[config.mk]
export PLATFORM = sky130hd
export DESIGN_NAME = ethernet_rx_flat
export DESIGN_NICKNAME = d
export VERILOG_FILES = /design/src/rtl/ethernet_rx_if.sv /design/src/rtl/ethernet_rx.sv /design/src/flat_wrapper.sv
export SDC_FILE = /design/constraint.sdc
export NUM_CORES = 1
export LEC_CHECK = 0
export ABC_CLOCK_PERIOD_IN_PS = 5500
export BUFFER_PORTS_ARGS = -buffer_cell sky130_fd_sc_hd__buf_2
export CAP_MARGIN = 20
export CORE_ASPECT_RATIO = 1.4
export CORE_UTILIZATION = 64
export CTS_CLUSTER_DIAMETER = 200
export DETAILED_ROUTE_END_ITERATION = 7
export PLACE_DENSITY = 0.84
export SYNTH_ARGS = -nofsm -noshare
export SYNTH_HDL_FRONTEND = slang
export SYNTH_SLANG_ARGS = --single-unit
export TNS_END_PERCENT = 30
[constraint.sdc]
create_clock -name clk -period 5.5 [get_ports clk]
set_input_delay 0.55 -clock clk [delete_from_list [all_inputs] [get_ports clk]]
set_output_delay 0.55 -clock clk [all_outputs]
set_load 0.05 [all_outputs]
[src/rtl/ethernet_rx_if.sv]
// RMII receive dibit stream in, parsed bus request (addr/data/rw + strobe) out.
interface ethernet_rx_if;
    logic        crsdv;
    logic [1:0]  rxd;
    logic [15:0] addr_o;
    logic [15:0] data_o;
    logic        rw_o;
    logic        valid_o;

    modport master (output crsdv, rxd, input addr_o, data_o, rw_o, valid_o);
    modport slave  (input crsdv, rxd, output addr_o, data_o, rw_o, valid_o);
endinterface

[src/rtl/ethernet_rx.sv]
// Ethernet II receiver over RMII: filters on destination MAC and ethertype, checks FCS,
// and strobes the 5-byte request payload (rw, addr, data) for each good frame.
module ethernet_rx #(
    parameter logic [47:0] FPGA_MAC  = 48'h0,
    parameter logic [47:0] HOST_MAC  = 48'h0,
    parameter logic [15:0] ETHERTYPE = 16'h0
) (
    input  logic           clk,
    input  logic           rst,
    ethernet_rx_if.slave   rx_if
);

    typedef enum logic [2:0] {
        WAIT_IDLE, IDLE, PREAMBLE, HEADER, PAYLOAD, PAD, DROP
    } state_t;

    localparam logic [31:0] CRC_RESIDUE = 32'hDEBB20E3;
    localparam logic [10:0] BYTE_MAX    = 11'd2047;

    state_t      state_q, state_d;
    logic [4:0]  pre_cnt_q, pre_cnt_d;
    logic [31:0] crc_q, crc_d;
    logic [10:0] byte_cnt_q, byte_cnt_d;
    logic [1:0]  dibit_cnt_q, dibit_cnt_d;
    logic [5:0]  byte_sr_q, byte_sr_d;
    logic [32:0] shadow_q, shadow_d;
    logic        reject_q, reject_d;
    logic [15:0] addr_q, addr_d;
    logic [15:0] data_q, data_d;
    logic        rw_q, rw_d;
    logic        valid_q, valid_d;

    logic [7:0]  cur_byte;
    logic        byte_done;
    logic [7:0]  mac_byte;
    logic        frame_good;

    // The host address is not filtered on; the parameter exists so both halves share one parameter set.
    if (HOST_MAC == FPGA_MAC) begin : g_host_is_self
    end

    function automatic logic [31:0] crc_dibit(input logic [31:0] c, input logic [1:0] d);
        logic [31:0] r;
        r = c;
        for (int i = 0; i < 2; i++) begin
            if (r[0] ^ d[i]) r = (r >> 1) ^ 32'hEDB88320;
            else             r = r >> 1;
        end
        return r;
    endfunction

    assign cur_byte   = {rx_if.rxd, byte_sr_q};
    assign byte_done  = (dibit_cnt_q == 2'd3);
    assign frame_good = !reject_q && (crc_q == CRC_RESIDUE) &&
                        (byte_cnt_q >= 11'd23) && (dibit_cnt_q == 2'd0);

    always_comb begin
        mac_byte = 8'h00;
        case (byte_cnt_q[2:0])
            3'd0:    mac_byte = FPGA_MAC[47:40];
            3'd1:    mac_byte = FPGA_MAC[39:32];
            3'd2:    mac_byte = FPGA_MAC[31:24];
            3'd3:    mac_byte = FPGA_MAC[23:16];
            3'd4:    mac_byte = FPGA_MAC[15:8];
            3'd5:    mac_byte = FPGA_MAC[7:0];
            default: mac_byte = 8'h00;
        endcase
    end

    always_comb begin
        state_d     = state_q;
        pre_cnt_d   = pre_cnt_q;
        crc_d       = crc_q;
        byte_cnt_d  = byte_cnt_q;
        dibit_cnt_d = dibit_cnt_q;
        byte_sr_d   = byte_sr_q;
        shadow_d    = shadow_q;
        reject_d    = reject_q;
        addr_d      = addr_q;
        data_d      = data_q;
        rw_d        = rw_q;
        valid_d     = 1'b0;

        // Shared datapath for every post-SFD dibit (header, payload, pad and FCS).
        if ((state_q == HEADER || state_q == PAYLOAD || state_q == PAD) && rx_if.crsdv) begin
            crc_d       = crc_dibit(crc_q, rx_if.rxd);
            byte_sr_d   = {rx_if.rxd, byte_sr_q[5:2]};
            dibit_cnt_d = dibit_cnt_q + 2'd1;
            if (byte_done && byte_cnt_q != BYTE_MAX) byte_cnt_d = byte_cnt_q + 11'd1;
        end

        case (state_q)
            WAIT_IDLE: begin
                if (!rx_if.crsdv) state_d = IDLE;
            end
            IDLE: begin
                if (rx_if.crsdv && rx_if.rxd == 2'b01) begin
                    state_d   = PREAMBLE;
                    pre_cnt_d = 5'd1;
                end
            end
            PREAMBLE: begin
                if (!rx_if.crsdv) begin
                    state_d = IDLE;
                end else if (rx_if.rxd == 2'b01) begin
                    if (pre_cnt_q != 5'd31) pre_cnt_d = pre_cnt_q + 5'd1;
                end else if (rx_if.rxd == 2'b11 && pre_cnt_q >= 5'd4) begin
                    state_d     = HEADER;
                    crc_d       = 32'hFFFFFFFF;
                    byte_cnt_d  = 11'd0;
                    dibit_cnt_d = 2'd0;
                    reject_d    = 1'b0;
                end else begin
                    state_d = DROP;
                end
            end
            HEADER: begin
                if (!rx_if.crsdv) begin
                    state_d = IDLE;
                end else if (byte_done) begin
                    if (byte_cnt_q < 11'd6 && cur_byte != mac_byte) reject_d = 1'b1;
                    if (byte_cnt_q == 11'd12 && cur_byte != ETHERTYPE[15:8]) reject_d = 1'b1;
                    if (byte_cnt_q == 11'd13 && cur_byte != ETHERTYPE[7:0]) reject_d = 1'b1;
                    if (byte_cnt_q == 11'd13) state_d = PAYLOAD;
                end
            end
            PAYLOAD: begin
                if (!rx_if.crsdv) begin
                    state_d = IDLE;
                end else if (byte_done) begin
                    shadow_d = {shadow_q[24:0], cur_byte};
                    if (byte_cnt_q == 11'd18) state_d = PAD;
                end
            end
            PAD: begin
                if (!rx_if.crsdv) begin
                    state_d = IDLE;
                    if (frame_good) begin
                        rw_d    = shadow_q[32];
                        addr_d  = shadow_q[31:16];
                        data_d  = shadow_q[15:0];
                        valid_d = 1'b1;
                    end
                end
            end
            DROP: begin
                if (!rx_if.crsdv) state_d = IDLE;
            end
            default: state_d = WAIT_IDLE;
        endcase
    end

    always_ff @(posedge clk) begin
        if (rst) begin
            state_q     <= WAIT_IDLE;
            pre_cnt_q   <= '0;
            crc_q       <= '0;
            byte_cnt_q  <= '0;
            dibit_cnt_q <= '0;
            byte_sr_q   <= '0;
            shadow_q    <= '0;
            reject_q    <= 1'b0;
            addr_q      <= '0;
            data_q      <= '0;
            rw_q        <= 1'b0;
            valid_q     <= 1'b0;
        end else begin
            state_q     <= state_d;
            pre_cnt_q   <= pre_cnt_d;
            crc_q       <= crc_d;
            byte_cnt_q  <= byte_cnt_d;
            dibit_cnt_q <= dibit_cnt_d;
            byte_sr_q   <= byte_sr_d;
            shadow_q    <= shadow_d;
            reject_q    <= reject_d;
            addr_q      <= addr_d;
            data_q      <= data_d;
            rw_q        <= rw_d;
            valid_q     <= valid_d;
        end
    end

    assign rx_if.addr_o  = addr_q;
    assign rx_if.data_o  = data_q;
    assign rx_if.rw_o    = rw_q;
    assign rx_if.valid_o = valid_q;

endmodule

[src/flat_wrapper.sv]
// flat-port wrapper written by rule: the top's interface ports become plain ports
module ethernet_rx_flat 
#(
    parameter logic [47:0] FPGA_MAC  = 48'h0,
    parameter logic [47:0] HOST_MAC  = 48'h0,
    parameter logic [15:0] ETHERTYPE = 16'h0
)
  (clk, rst, rx_if_crsdv, rx_if_rxd, rx_if_addr_o, rx_if_data_o, rx_if_rw_o, rx_if_valid_o);
  ethernet_rx_if rx_if_i ();
  input  logic clk;
  input  logic rst;
  input wire logic [$bits(rx_if_i.crsdv)-1:0] rx_if_crsdv;
  input wire logic [$bits(rx_if_i.rxd)-1:0] rx_if_rxd;
  output wire logic [$bits(rx_if_i.addr_o)-1:0] rx_if_addr_o;
  output wire logic [$bits(rx_if_i.data_o)-1:0] rx_if_data_o;
  output wire logic [$bits(rx_if_i.rw_o)-1:0] rx_if_rw_o;
  output wire logic [$bits(rx_if_i.valid_o)-1:0] rx_if_valid_o;
  assign rx_if_i.crsdv = rx_if_crsdv;
  assign rx_if_i.rxd = rx_if_rxd;
  assign rx_if_addr_o = rx_if_i.addr_o;
  assign rx_if_data_o = rx_if_i.data_o;
  assign rx_if_rw_o = rx_if_i.rw_o;
  assign rx_if_valid_o = rx_if_i.valid_o;
  ethernet_rx #(.FPGA_MAC(FPGA_MAC), .HOST_MAC(HOST_MAC), .ETHERTYPE(ETHERTYPE)) u_core (.clk(clk), .rst(rst), .rx_if(rx_if_i));
endmodule
==> impl_metrics.json <==
{
  "synth_area_leaders": "dfxtp_1, nand2_1, nand2b_1",
  "synth_top_family_by_area": "simple AND/OR/NAND/NOR gates",
  "vias": 4679,
  "antennaDiodeCount": 0,
  "post-route-drc-count": 0,
  "wl_um": 12100,
  "syn_area_um2": 5760,
  "syn_inst": 676,
  "yosysSeqAreaShare": 0.441,
  "cts_tree": "yes",
  "cts_setup_buffers": 0,
  "fmax_mhz": 435,
  "synthMuxAreaShare": 0.0573,
  "power.density_nw_per_um2": 350,
  "place_hpwl_um": 7500,
  "rrSetupSlack_ns": 3.20,
  "synth_top_area_frac": 0.441,
  "grt_max_degree": 116,
  "setup-violations-final": 0,
  "core_area_um2": 8660,
  "areaGrowthSynthToFinish_pct": 13.6,
  "arrival_ns": 2.64,
  "reg2reg_to": "u_core.pre_cnt_q[2]$_SDFFE_PP0P_",
  "start_util": 0.666,
  "r2r_cells": 8,
  "gr-total-overflow": 0,
  "cp.required_ns": 5.84,
  "synth_fa_ha_area_frac": 0.0195,
  "hp-start": "u_core.shadow_q[29]$_SDFFE_PP0P_",
  "synth_edf_count": 0,
  "synth.largest_area_cell": "dfxtp_1",
  "viasPerCell": 5.77,
  "rsz0062_at_grt": "no",
  "grt_pass1_vias": 4363,
  "whs_endpoint": "u_core.shadow_q[29]$_SDFFE_PP0P_",
  "synth_compound_area_frac": 0.126,
  "hold_class": "reg2reg",
  "track_usage": 0.277,
  "die_area_um2": 9400,
  "cp_top_family": "simple AND/OR/NAND/NOR gates",
  "gp_congestion": 0.860,
  "clkTransAtPathRegs_ns": 0.06,
  "clock_sinks": 127,
  "path_buf_inv": 0,
  "htreeDepth": 4,
  "first_pass_iters": 5,
  "critPathSlowestCell": "or3b_2",
  "rows": 40,
  "drv_cap": 0,
  "cts_hold_buf": 0,
  "cts_resized": 0,
  "yosys_warnings": 0,
  "antenna_found_initial": 0,
  "ant_nets": 0,
  "clockRootBuffer": "clkbuf_16",
  "port_buffers": 38,
  "dieHeight_um": 114,
  "synth-simple-area-share": 0.259,
  "crit_type": "reg2reg",
  "leakage_nw": 2.32,
  "crit_path_frequent_cell": "ha_1",
  "nets": 708,
  "ios": 39,
  "wire_per_inst_um": 15.0,
  "cpPeakStageDelay_ns": 0.45,
  "ys.flop_type": "dfxtp_1",
  "layout-drive-gt1-share": 0.126,
  "path_cells": "ha_1, and3_1, ha_1, or3b_2, a211o_1, nor2_1, nand3b_1, a21oi_1",
  "cp-startpoint": "u_core.pre_cnt_q[0]$_SDFFE_PP0P_",
  "cts_max_path_buffers": 2,
  "ys_ff_latch": 127,
  "synth_area_per_cell_um2": 8.53,
  "final.setup.tns_ns": 0,
  "first_iter_violations": 335,
  "max-slew-margin-rel": 0.373,
  "critPathMaxFanout": 5,
  "clk_latency_ns": 0.41,
  "fin_crit_sh": 0.418,
  "hold_violations": 0,
  "grt_pass1_wl_um": 19800,
  "synth_common_cells": "nand2_1, dfxtp_1, nand2b_1",
  "hold_depth": 2,
  "synth.distinct_cells": 55,
  "numCtsBuffers": 17,
  "finClkSkew_ns": 0.00746,
  "hold_ws_ns": 0.458,
  "vdd.ir_drop.worst_mv": 0.308,
  "finalMaxSlewViolations": 0,
  "worstSetupStartpointType": "register",
  "synth_nets": 690,
  "outcome": "finished clean",
  "async_flop_share": 0,
  "tightest_slew_ns": 0.941,
  "r2r-start": "u_core.pre_cnt_q[0]$_SDFFE_PP0P_",
  "synth_xor_area_frac": 0.0549,
  "finalCriticalPeriod_ns": 2.30,
  "die_width_um": 82.2,
  "crit_path_end_kind": "register",
  "yosysMostFrequentCell": "nand2_1"
}
## worst reg2reg max path: stages (launching register included)
cell and delay (ns):
dfxtp_1 0.36, ha_1 0.24, and3_1 0.19, ha_1 0.18
or3b_2 0.45, a211o_1 0.36, nor2_1 0.20, nand3b_1 0.10
a21oi_1 0.14
## stage by stage
| stage | util | cell area, µm² | total power [mW] | std cells | setup WS, ns |
|---|---|---|---|---|---|
| after floorplan | - | 5760 | 1.13 | 676 | 3.42 |
| after global placement | 0.686 | 5940 | 1.16 | 780 | 3.31 |
| after detailed placement | 0.686 | 5940 | 1.16 | 780 | 3.21 |
| after CTS | 0.757 | 6550 | 2.30 | 811 | 3.20 |
| after global routing | 0.757 | 6550 | 2.37 | 811 | 3.02 |
| final | 0.757 | 6550 | 2.29 | 811 | 3.20 |
## power breakdown
group | internal [mW] | switching, mW
registers | 0.943 | 0.0369
logic | 0.0704 | 0.0990
clock network | 0.746 | 0.397
## layer usage
layer / routed length, µm / share of wire / global-route usage / vias up
met1: 5040 / 0.41 / 0.308 / 2205
met5: 0 / 0 / 0 / -
met4: 226 / 0.019 / 0.111 / 0
met3: 467 / 0.038 / 0.0869 / 27
met2: 6420 / 0.53 / 0.479 / 126
li1: - / - / - / 2321
## layout by cell type (no fill, tap or decap), types with 6 or more instances in the layout
master | Yosys | routed
a21oi_1 | 62 | 62
a31oi_1 | 22 | 22
buf_2 | 6 | 37
buf_4 | 0 | 8
clkbuf_16 | 0 | 17
dfxtp_1 | 127 | 127
ha_1 | 9 | 9
inv_1 | 10 | 10
mux2i_1 | 33 | 33
nand2_1 | 146 | 146
nand2b_1 | 70 | 70
nand3_1 | 12 | 12
nand4_1 | 6 | 6
nor2_1 | 18 | 18
nor3_1 | 7 | 7
nor4_1 | 8 | 8
o21ai_0 | 17 | 16
xnor2_1 | 12 | 12
xor2_1 | 16 | 16
## kinds of logic after synthesis
group	Yosys count
fa+ha+maj	9
buf+inv	56
flops	127
xor+xnor	31
simple gates	298
compound gates	122
mux	33
## state kept, by name, indices dropped and copies added (netlist names)
signal                cells
u_core.rx_if.rw_o         1
u_core.state_q            3
u_core.reject_q           1
u_core.dibit_cnt_q        2
u_core.shadow_q          33
u_core.byte_cnt_q        11
u_core.rx_if.addr_o      16
u_core.pre_cnt_q          5
u_core.rx_if.valid_o      1
u_core.rx_if.data_o      16
u_core.byte_sr_q          6
u_core.crc_q             32
## worst max path at each step
stage                                            end  slack, ns  cells past startpoint
global route        u_core.pre_cnt_q[2]$_SDFFE_PP0P_       3.02                      8
finish              u_core.pre_cnt_q[2]$_SDFFE_PP0P_       3.20                      8
floorplan           u_core.pre_cnt_q[2]$_SDFFE_PP0P_       3.42                      8
CTS                  u_core.byte_cnt_q[9]$_SDFF_PP0_       3.20                      6
detailed placement   u_core.byte_cnt_q[9]$_SDFF_PP0_       3.21                      6
global placement     u_core.byte_cnt_q[9]$_SDFF_PP0_       3.31                      5
## area by class of cell
class                           count  area (µm²)
Timing Repair Buffer               45         245
Multi-Input combinational cell    493        2990
Clock inverter                      9         133
Inverter                           10        37.5
Clock buffer                       22         474
Tap cell                          105         131
Fill cell                         577        2110
Sequential cell                   127        2540
No activity file was read; power rests on OpenSTA's default activity.
